==> src/rtl/rob_pkg.sv <==
// rob_pkg: opcode constants and the reorder-buffer entry layout
package rob_pkg;
  localparam logic [6:0] OP_BR    = 7'b1100011;
  localparam logic [6:0] OP_STORE = 7'b0100011;
  typedef struct packed {
    logic        valid;
    logic        ready;
    logic        reg_write;
    logic [4:0]  rd_s;
    logic [31:0] value;
    logic        mispredict;
    logic [31:0] target;
  } rob_entry_t;
endpackage

==> src/rtl/rob.sv <==
// rob: circular reorder buffer with in-order commit, flush and operand forwarding
module rob
  import rob_pkg::*;
#(
  parameter int ROB_DEPTH = 4,
  localparam int IDX = $clog2(ROB_DEPTH)
) (
  input  logic           clk,
  input  logic           rst,
  input  logic           issue_valid,
  output logic           issue_ready,
  input  logic [6:0]     issue_opcode,
  input  logic [4:0]     issue_rd_s,
  output logic [IDX-1:0] issue_rob,
  input  logic           cdb_valid,
  input  logic [IDX-1:0] cdb_rob,
  input  logic [31:0]    cdb_rd_v,
  input  logic           cdb_mispredict,
  input  logic [31:0]    cdb_target,
  input  logic [IDX-1:0] rs1_rob,
  input  logic [IDX-1:0] rs2_rob,
  output logic           rs1_rob_ready,
  output logic           rs2_rob_ready,
  output logic [31:0]    rs1_rob_v,
  output logic [31:0]    rs2_rob_v,
  output logic           commit_reg_write,
  output logic [4:0]     commit_rd_s,
  output logic [31:0]    commit_rd_v,
  output logic [IDX-1:0] commit_rob,
  output logic           flush,
  output logic [31:0]    flush_pc
);
  rob_entry_t     ents [ROB_DEPTH];
  logic [IDX:0]   head, tail;
  logic [IDX-1:0] hi, ti;
  rob_entry_t     he;
  logic           full, empty, head_go, hit1, hit2;
  assign hi    = head[IDX-1:0];
  assign ti    = tail[IDX-1:0];
  assign he    = ents[hi];
  assign empty = head == tail;
  assign full  = (hi == ti) && (head[IDX] != tail[IDX]);
  assign head_go     = !empty && he.valid && he.ready;
  assign issue_ready = !full && !flush;
  assign issue_rob   = ti;
  assign commit_reg_write = head_go && he.reg_write;
  assign commit_rd_s      = head_go ? he.rd_s : '0;
  assign commit_rd_v      = head_go ? he.value : '0;
  assign commit_rob       = hi;
  assign flush            = head_go && he.mispredict;
  assign flush_pc         = flush ? he.target : '0;
  // A result on the CDB this cycle is forwarded ahead of the stored value
  assign hit1 = cdb_valid && cdb_rob == rs1_rob && ents[rs1_rob].valid;
  assign hit2 = cdb_valid && cdb_rob == rs2_rob && ents[rs2_rob].valid;
  assign rs1_rob_ready = hit1 || (ents[rs1_rob].valid && ents[rs1_rob].ready);
  assign rs2_rob_ready = hit2 || (ents[rs2_rob].valid && ents[rs2_rob].ready);
  assign rs1_rob_v = hit1 ? cdb_rd_v : rs1_rob_ready ? ents[rs1_rob].value : '0;
  assign rs2_rob_v = hit2 ? cdb_rd_v : rs2_rob_ready ? ents[rs2_rob].value : '0;
  // Allocate at tail, capture CDB results, retire head; flush wipes everything
  always_ff @(posedge clk) begin
    if (rst || flush) begin
      head <= '0;
      tail <= '0;
      for (int i = 0; i < ROB_DEPTH; i++) ents[i] <= '0;
    end else begin
      if (issue_valid && issue_ready) begin
        ents[ti].valid      <= 1'b1;
        ents[ti].ready      <= 1'b0;
        ents[ti].reg_write  <= issue_rd_s != '0 && issue_opcode != OP_BR && issue_opcode != OP_STORE;
        ents[ti].rd_s       <= issue_rd_s;
        ents[ti].mispredict <= 1'b0;
        tail                <= tail + 1'b1;
      end
      if (cdb_valid && ents[cdb_rob].valid) begin
        ents[cdb_rob].ready      <= 1'b1;
        ents[cdb_rob].value      <= cdb_rd_v;
        ents[cdb_rob].mispredict <= cdb_mispredict;
        ents[cdb_rob].target     <= cdb_target;
      end
      if (head_go) begin
        ents[hi].valid <= 1'b0;
        head           <= head + 1'b1;
      end
    end
  end
endmodule

==> config.mk <==
export PLATFORM = sky130hd
export DESIGN_NAME = rob
export DESIGN_NICKNAME = d
export VERILOG_FILES = /design/src/rtl/rob_pkg.sv /design/src/rtl/rob.sv
export SDC_FILE = /design/constraint.sdc
export NUM_CORES = 1
export LEC_CHECK = 0
export ABC_AREA = 1
export BUFFER_PORTS_ARGS = -buffer_cell sky130_fd_sc_hd__buf_2
export CORE_MARGIN = 1
export CORE_UTILIZATION = 31
export CTS_CLUSTER_SIZE = 30
export DETAILED_ROUTE_END_ITERATION = 7
export HOLD_SLACK_MARGIN = 0.05
export SLEW_MARGIN = 20
export SYNTH_ARGS = -nofsm -noshare
export SYNTH_HDL_FRONTEND = slang
export SYNTH_SLANG_ARGS = --single-unit
==> constraint.sdc <==
create_clock -name clk -period 4.7 [get_ports clk]
set_input_delay 0 -clock clk [delete_from_list [all_inputs] [get_ports clk]]
set_output_delay 0 -clock clk [all_outputs]
set_load 0.01 [all_outputs]
After elaboration in Yosys (flattened, before gate mapping)
Memories as Yosys holds them, arrays and structs flattened. A register that Yosys moved wholly into a read port is not among the register bits.
Index checks and enable logic that the tools add are counted.
Widths: inputs -> output; s select.

operators by class
  add/subtract/negate cells = 2
  equal/unequal tests = 7
  multiplexer cells = 29
  reductions and logical operators = 26

operators by type and width
  cell                 count
  $mux 73              3
  $reduce_or 73->1     3
  $mux 32              6
  $logic_and 1x1->1    16
  $mux 2               8
  $mux 1               11
  $ne 7x6->1 const B   1
  $ne 7x7->1 const B   1
  $add 3x1->3 const B  2
  $eq 2x2->1           3
  $mux 5               1
  $reduce_bool 5->1    1
  $eq 3x3->1           1
  $logic_not 1->1      3
  $logic_or 1x1->1     3
  $ne 1x1->1           1

word-level totals
  bits in registers = 6
  memory bits (writable) = 292
  bits of input ports = 87
  output and inout port bits = 142
  word-level logic and storage cells = 67
  memories kept = 1

memories
  name  words  bits a word  read ports  clocked after memory_dff  wr ports  line       text
  ents  4      73           4           1                         4         rob.sv:33  rob_entry_t ents [ROB_DEPTH];

Logic depth before layout (Yosys ltp)
Gate-level depths: netlist (run 1).

  word-level depth = 13
  mapped depth = 11
  gate-level depth less buffers = 11

Least setup slack after synthesis (run 1)
OpenSTA, ideal clock, no wires.

  kind = reg2reg
  start point = register head[0]
  end point = memory ents[0][0] (netlist bit) (enable)
  library setup time = 0.424 ns
  arrival = 2.876 ns
  required time = 4.276 ns
  slack = 1.400 ns
  stages on the path, launching flop included = 12
  buffers on the path = 2
  clock period less this slack = 3.300 ns
  cells stage by stage = dfxtp_1 inv_1 nand2_1 nand2_1 nand3_1 nand3_2 nand2_2 nor2_8 nand3_4 buf_6 buf_6 nand2_1

RTL lines
  what                    line       text
  from (decl)             rob.sv:34  logic [IDX:0] head, tail;
  from (signal assigned)  rob.sv:82  head <= head + 1'b1;
  to (decl)               rob.sv:33

==> metrics, run 1 <==
residual DRC count 0; Sink Count 300; final number of setup-violating endpoints 0; Setup Crit Path Kind flop to flop; total chip power approximately 6.4 mW; Critical Path Fanout Max 43; Placed Instances 2673; vias post-DR roughly 15000; wire length per cell between 15 and 20 um; Yosys cell types 31; Total Routing Usage GR 0.198; syn_nets 1981; Final #Nets 2198; Core Footprint a little over 50000 um^2; Core Rows 83; finished layout cell area 19600 um^2; FF-to-FF setup slack approximately 1500 ps; initial core utilization 0.314; Yosys top cell by area edfxtp_1; Area after DPL between 15000 and 20000 um^2; GR Util met2 0.337; Syn Area/Cell 8.52 um^2; crit start category flop; routed wire length about 53000 um; post-cts sizing count 0; top_reg_cell synth edfxtp_1; FMAX between 0.3 and 0.4 GHz; #FFs+latches synth 300; I/O pins between 200 and 250; vias in the first global route ~14000; initial antenna violation count 7; Pins Over Slew Limit 0; largest net degree at the start of global routing 93; warnings from Yosys 0; power per cell area roughly 330 nW/um^2; dpl hpwl just over 30000 um; Final GP Congestion 0.824; Num CTS Buffers 36; Arrival @ worst endpoint between 3000 and 4000 ps; Buffers on Ports approximately 230; Root Buffer clkbuf_16; Synth area leaders edfxtp_1 53%, nor2_1 10%, a21oi_1 9.3%; relative slew slack 0.309; Post-CTS Setup Bufs 0; grt met3 use 0.0399; Slew @ Worst Pin 1040 ps; number of fill cells around 5200; Post-Synth Simple-Gate Area 0.187; max cap viols 0; Critical Path RT between 4000 and 5000 ps; Clock Skew about 13 ps; element type at the critical path end flop; H-tree levels 2; first-pass GRT wire length roughly 81000 um; fraction of layout cells with a size suffix above 1 0.160; final period utilization 0.675; DR iter-0 viols 1306; EDFF count, synth around 280; area grow syn2layout 21.5%; post-synthesis sequential area ratio 0.550; P_leak approximately 8.1 nW; Die W 230 um; GR Overflow Total 0; DR vias/cell 5.23; Pre-antenna DRT Iters 5; post-synthesis mux area share 0; status finished clean; Tmin final 3170 ps; Post-Synth XOR/XNOR Area 0; busiest grt layer met2; hold crit path type primary input to flop; area share of fa/ha/maj cells after synthesis 0.00389; synth cell count leaders 439 x nor2_1, 300 x a21oi_1, 284 x edfxtp_1, 220 x o21ai_0, 185 x nand2_1; Hold WS 152 ps; mapped cell area 16100 um^2; area of the die between 50000 and 60000 um^2; CTS tree built; maximum VDD drop between 200 and 300 uV; Synth Area in Compound Gates 0.183; Post-Route Setup TNS 0 ps; largest family of logic cells by synthesized area simple AND/OR/NAND/NOR gates; clock latency at the later pin of the worst-skew pair 540 ps; Finished Layout Cells around 2800; count leader, synth nor2_1; Clock Path Buffers 3; Reg clk slew, reported paths about 60 ps; chip height ~230 um; Mapped Cells between 1500 and 2000; final hold vios 0; asr flop ratio synth 0; M1 GR Usage 0.246; register area 8860 um^2; area of the multi-input gates 6070 um^2; Routed Antenna Nets 0; share of the synthesized area in the top cell type 0.530; RSZ-0062 raised after global routing no
## where the power goes
part           internal [mW]  switching, mW
Clock                   1.56           1.12
Sequential              3.03         0.0536
Combinational          0.205          0.424
Total                   4.80           1.59
## cell type report
cell class,instances,area share
Antenna cell,3,0.000384
Clock buffer,46,0.0491
Clock inverter,19,0.00755
Inverter,137,0.0266
Multi-Input combinational cell,1301,0.310
Sequential cell,300,0.453
Tap cell,680,0.0435
Timing Repair Buffer,330,0.110
## per-layer routing
metal	part of all wire	vias up
met3	0.088	114
met4	0.028	8
met1	0.40	7002
met2	0.48	712
met5	0.00097	-
li1	-	6902
## metrics by stage
stage	util	setup slack [ps]
after floorplan	-	1400
after global placement	0.345	1470
after detailed placement	0.345	1470
after CTS	0.381	1470
after global routing	0.381	1280
final	0.381	1530
## flip-flops by register name, summed over array words and instances (netlist names), named ones only
signal / cells
ents: 292
tail: 3
head: 3
## kinds of logic after synthesis
| kind of cell | Yosys count |
|---|---|
| AO/OA/AOI/OAI | 562 |
| adder cells (fa/ha/maj) | 5 |
| buffers and inverters | 288 |
| AND/OR/NAND/NOR | 734 |
| flip-flops | 300 |
## critical path, stage by stage, from the launching register on
cell	delay, ps
dfxtp_4	640
clkinv_2	150
nand3_1	110
nand2_1	100
nand3_2	90
nand2_2	150
nor2_8	200
nand3_4	460
nand2_4	550
buf_12	320
## what timing repair did
action,in CTS,in global routing
hold endpoints to repair,297,0
endpoints found under the setup margin,0,0
hold buffers,75,0
## cells in the final DEF, fill, tap and decap left out, drive strengths merged
cell / n
nand2: 187
a22oi: 1
o21ai: 223
nor4: 1
nor3: 1
o21bai: 1
o22ai: 3
edfxtp: 284
dfxtp: 16
ha: 5
dlygate4sd3: 75
clkinv: 17
inv: 137
clkbuf: 46
diode: 3
o2111ai: 2
a221oi: 31
buf: 255
nor2: 451
o221ai: 1
nand3: 91
bufinv: 2
nand4: 3
a21oi: 300
## path summary, 6_finish.rpt
kind / start / endpoint / depth (start not counted)
setup / recovery: flop / ents[0][29] / 9
hold / removal: cdb_rob[1] / ents[3][24] / 3
setup reg to reg: flop / ents[0][29] / 9
hold reg to reg: head[2] / head[2] / 1
No activity file was read; power rests on OpenSTA's default activity.
==> run 2: changes to the inputs <==
Clock period 4.7 ns to 2.9 ns, I/O delays scaled along.
==> metrics, run 2 (synthesis results as in run 1) <==
Routed Antenna Nets 0 (unchanged); clock latency at the later pin of the worst-skew pair 540 ps (about the same); dpl hpwl 30900 um (+1.2%); chip height 230 um (unchanged); Regs by FF count ents: 292 flops, head: 3 flops, tail: 3 flops; vias in the first global route 14200 (+0.38%); Critical Path Fanout Max 33 (-23%); Final GP Congestion 0.784 (-4.8%); DR vias/cell 5.20 (-0.71%); DR iter-0 viols 1320 (+1.1%); Core Footprint 51300 um^2 (unchanged); first-pass GRT wire length 80300 um (-0.60%); hold crit path type primary input to flop; Arrival @ worst endpoint 2750 ps (-630 ps); Buffers on Ports 227 (unchanged); P_leak 8.25 nW (+1.4%); Total Routing Usage GR 0.196 (-0.00124); area grow syn2layout 22.8%; Pins Over Slew Limit 0 (unchanged); vias post-DR 14700 (-0.35%); max cap viols 0 (unchanged); FMAX about 0.36 GHz; Tmin final between 2000 and 3000 ps; RSZ-0062 raised after global routing no; Pre-antenna DRT Iters 6 (+1); Clock Path Buffers 3 (unchanged); routed wire length 53200 um (-0.42%); status finished clean; relative slew slack 0.315 (+0.00581); Final #Nets 2214 (+0.73%); Top reg by flops ents; Slew @ Worst Pin 1030 ps (-8.72 ps); commonest non-fill, non-tap cell in the layout nor2_1; crit start category flop; CTS tree built; Root Buffer clkbuf_16; final hold vios 0 (unchanged); largest net degree at the start of global routing 93 (unchanged); GR Util met2 0.327 (-0.0105); Clock Skew 17.3 ps (+4.59 ps); grt met3 use 0.0398 (-0.000124); Sink Count 300 (unchanged); fraction of layout cells with a size suffix above 1 0.167 (+0.00656); initial core utilization 0.314 (unchanged); wire length per cell 18.8 um (-0.78%); GR Overflow Total 0 (unchanged); busiest grt layer met2; Core Rows 83 (unchanged); number of fill cells 5121 (-1.7%); area of the die 52800 um^2 (unchanged); maximum VDD drop 460 uV (+60%); M1 GR Usage 0.254 (+0.00747); Largest register FFs 292 (unchanged); residual DRC count 0 (unchanged); Critical Path RT 2900 ps (-2010 ps); Reg clk slew, reported paths 60 ps (about the same); power per cell area 525 nW/um^2 (+61%); I/O pins 229 (unchanged); Setup Crit Path Kind flop to output pin; Post-Route Setup TNS 0 ps (unchanged); initial antenna violation count 6 (-1); element type at the critical path end output pin; Die W 230 um (unchanged); H-tree levels 2 (unchanged); final period utilization 0.948; commonest non-fill, non-tap cells in the layout 439 x nor2_1, 300 x a21oi_1, 284 x edfxtp_1; Num CTS Buffers 35 (-2.8%); final number of setup-violating endpoints 0 (unchanged); Final Util 0.385 (+0.00417)
run 2: report_power, final:
group | internal [mW] | switching [mW] | leakage, nW
Combinational | 0.351 | 0.687 | 4.64
Sequential | 4.92 | 0.0871 | 3.07
Clock | 2.58 | 1.76 | 0.539
Total | 7.85 | 2.53 | 8.25
run 2: cell type report:
type	count	area, um^2	share of cell area
clock inverters	17	161	0.00816
well taps	680	851	0.0430
clock buffers	43	948	0.0480
diodes	1	2.50	0.000127
inverters	137	517	0.0261
flip-flops and latches	300	8860	0.448
repair buffers	347	2370	0.120
multi-input cells	1301	6070	0.307
run 2: layer usage:
layer  wire [um]  part of all wire
met2       25700              0.48
met4        1130             0.021
met1       21700              0.41
met3        4710             0.088
met5          47           0.00088
run 2: worst paths after layout:
kind	from	to	slack [ps]	cells past startpoint
max	ents[2][72]	rs1_rob_v[29]	150	10
min	cdb_rob[1]	ents[2][62]	120	3
max reg2reg	head[0]	ents[2][65]	500	10
min reg2reg	ents[3][71]	ents[3][71]	490	2
run 2: worst max-delay path, cell delays in order (launching register included):
cell and delay [ps]:
dfxtp_1 390, inv_1 80, a21oi_1 140, o21ai_0 120
nand2_1 140, o2111ai_4 240, nand2_1 150, buf_6 340
nand3_1 100, o21ai_0 260, buf_2 240
run 2: through the flow:
| stage | std cells | power, mW | setup WS (ps) | cell area (um^2) | hold slack (ps) |
|---|---|---|---|---|---|
| floorplan | 1889 | 5.65 | 226 | 16100 | 168 |
| finish | 2826 | 10.4 | 151 | 19800 | 120 |
| global route | 2825 | 10.8 | 42.8 | 19800 | 133 |
| global placement | 2690 | 6.02 | 505 | 17900 | 311 |
| CTS | 2825 | 10.5 | 104 | 19800 | 95.0 |
| detailed placement | 2690 | 6.05 | 506 | 17900 | 313 |
run 2: repair_timing:
action,CTS,global route
hold endpoints to repair,301,0
buffers inserted,0,0
setup endpoints to repair,0,3
gates resized for setup,0,1
hold buffers,75,0
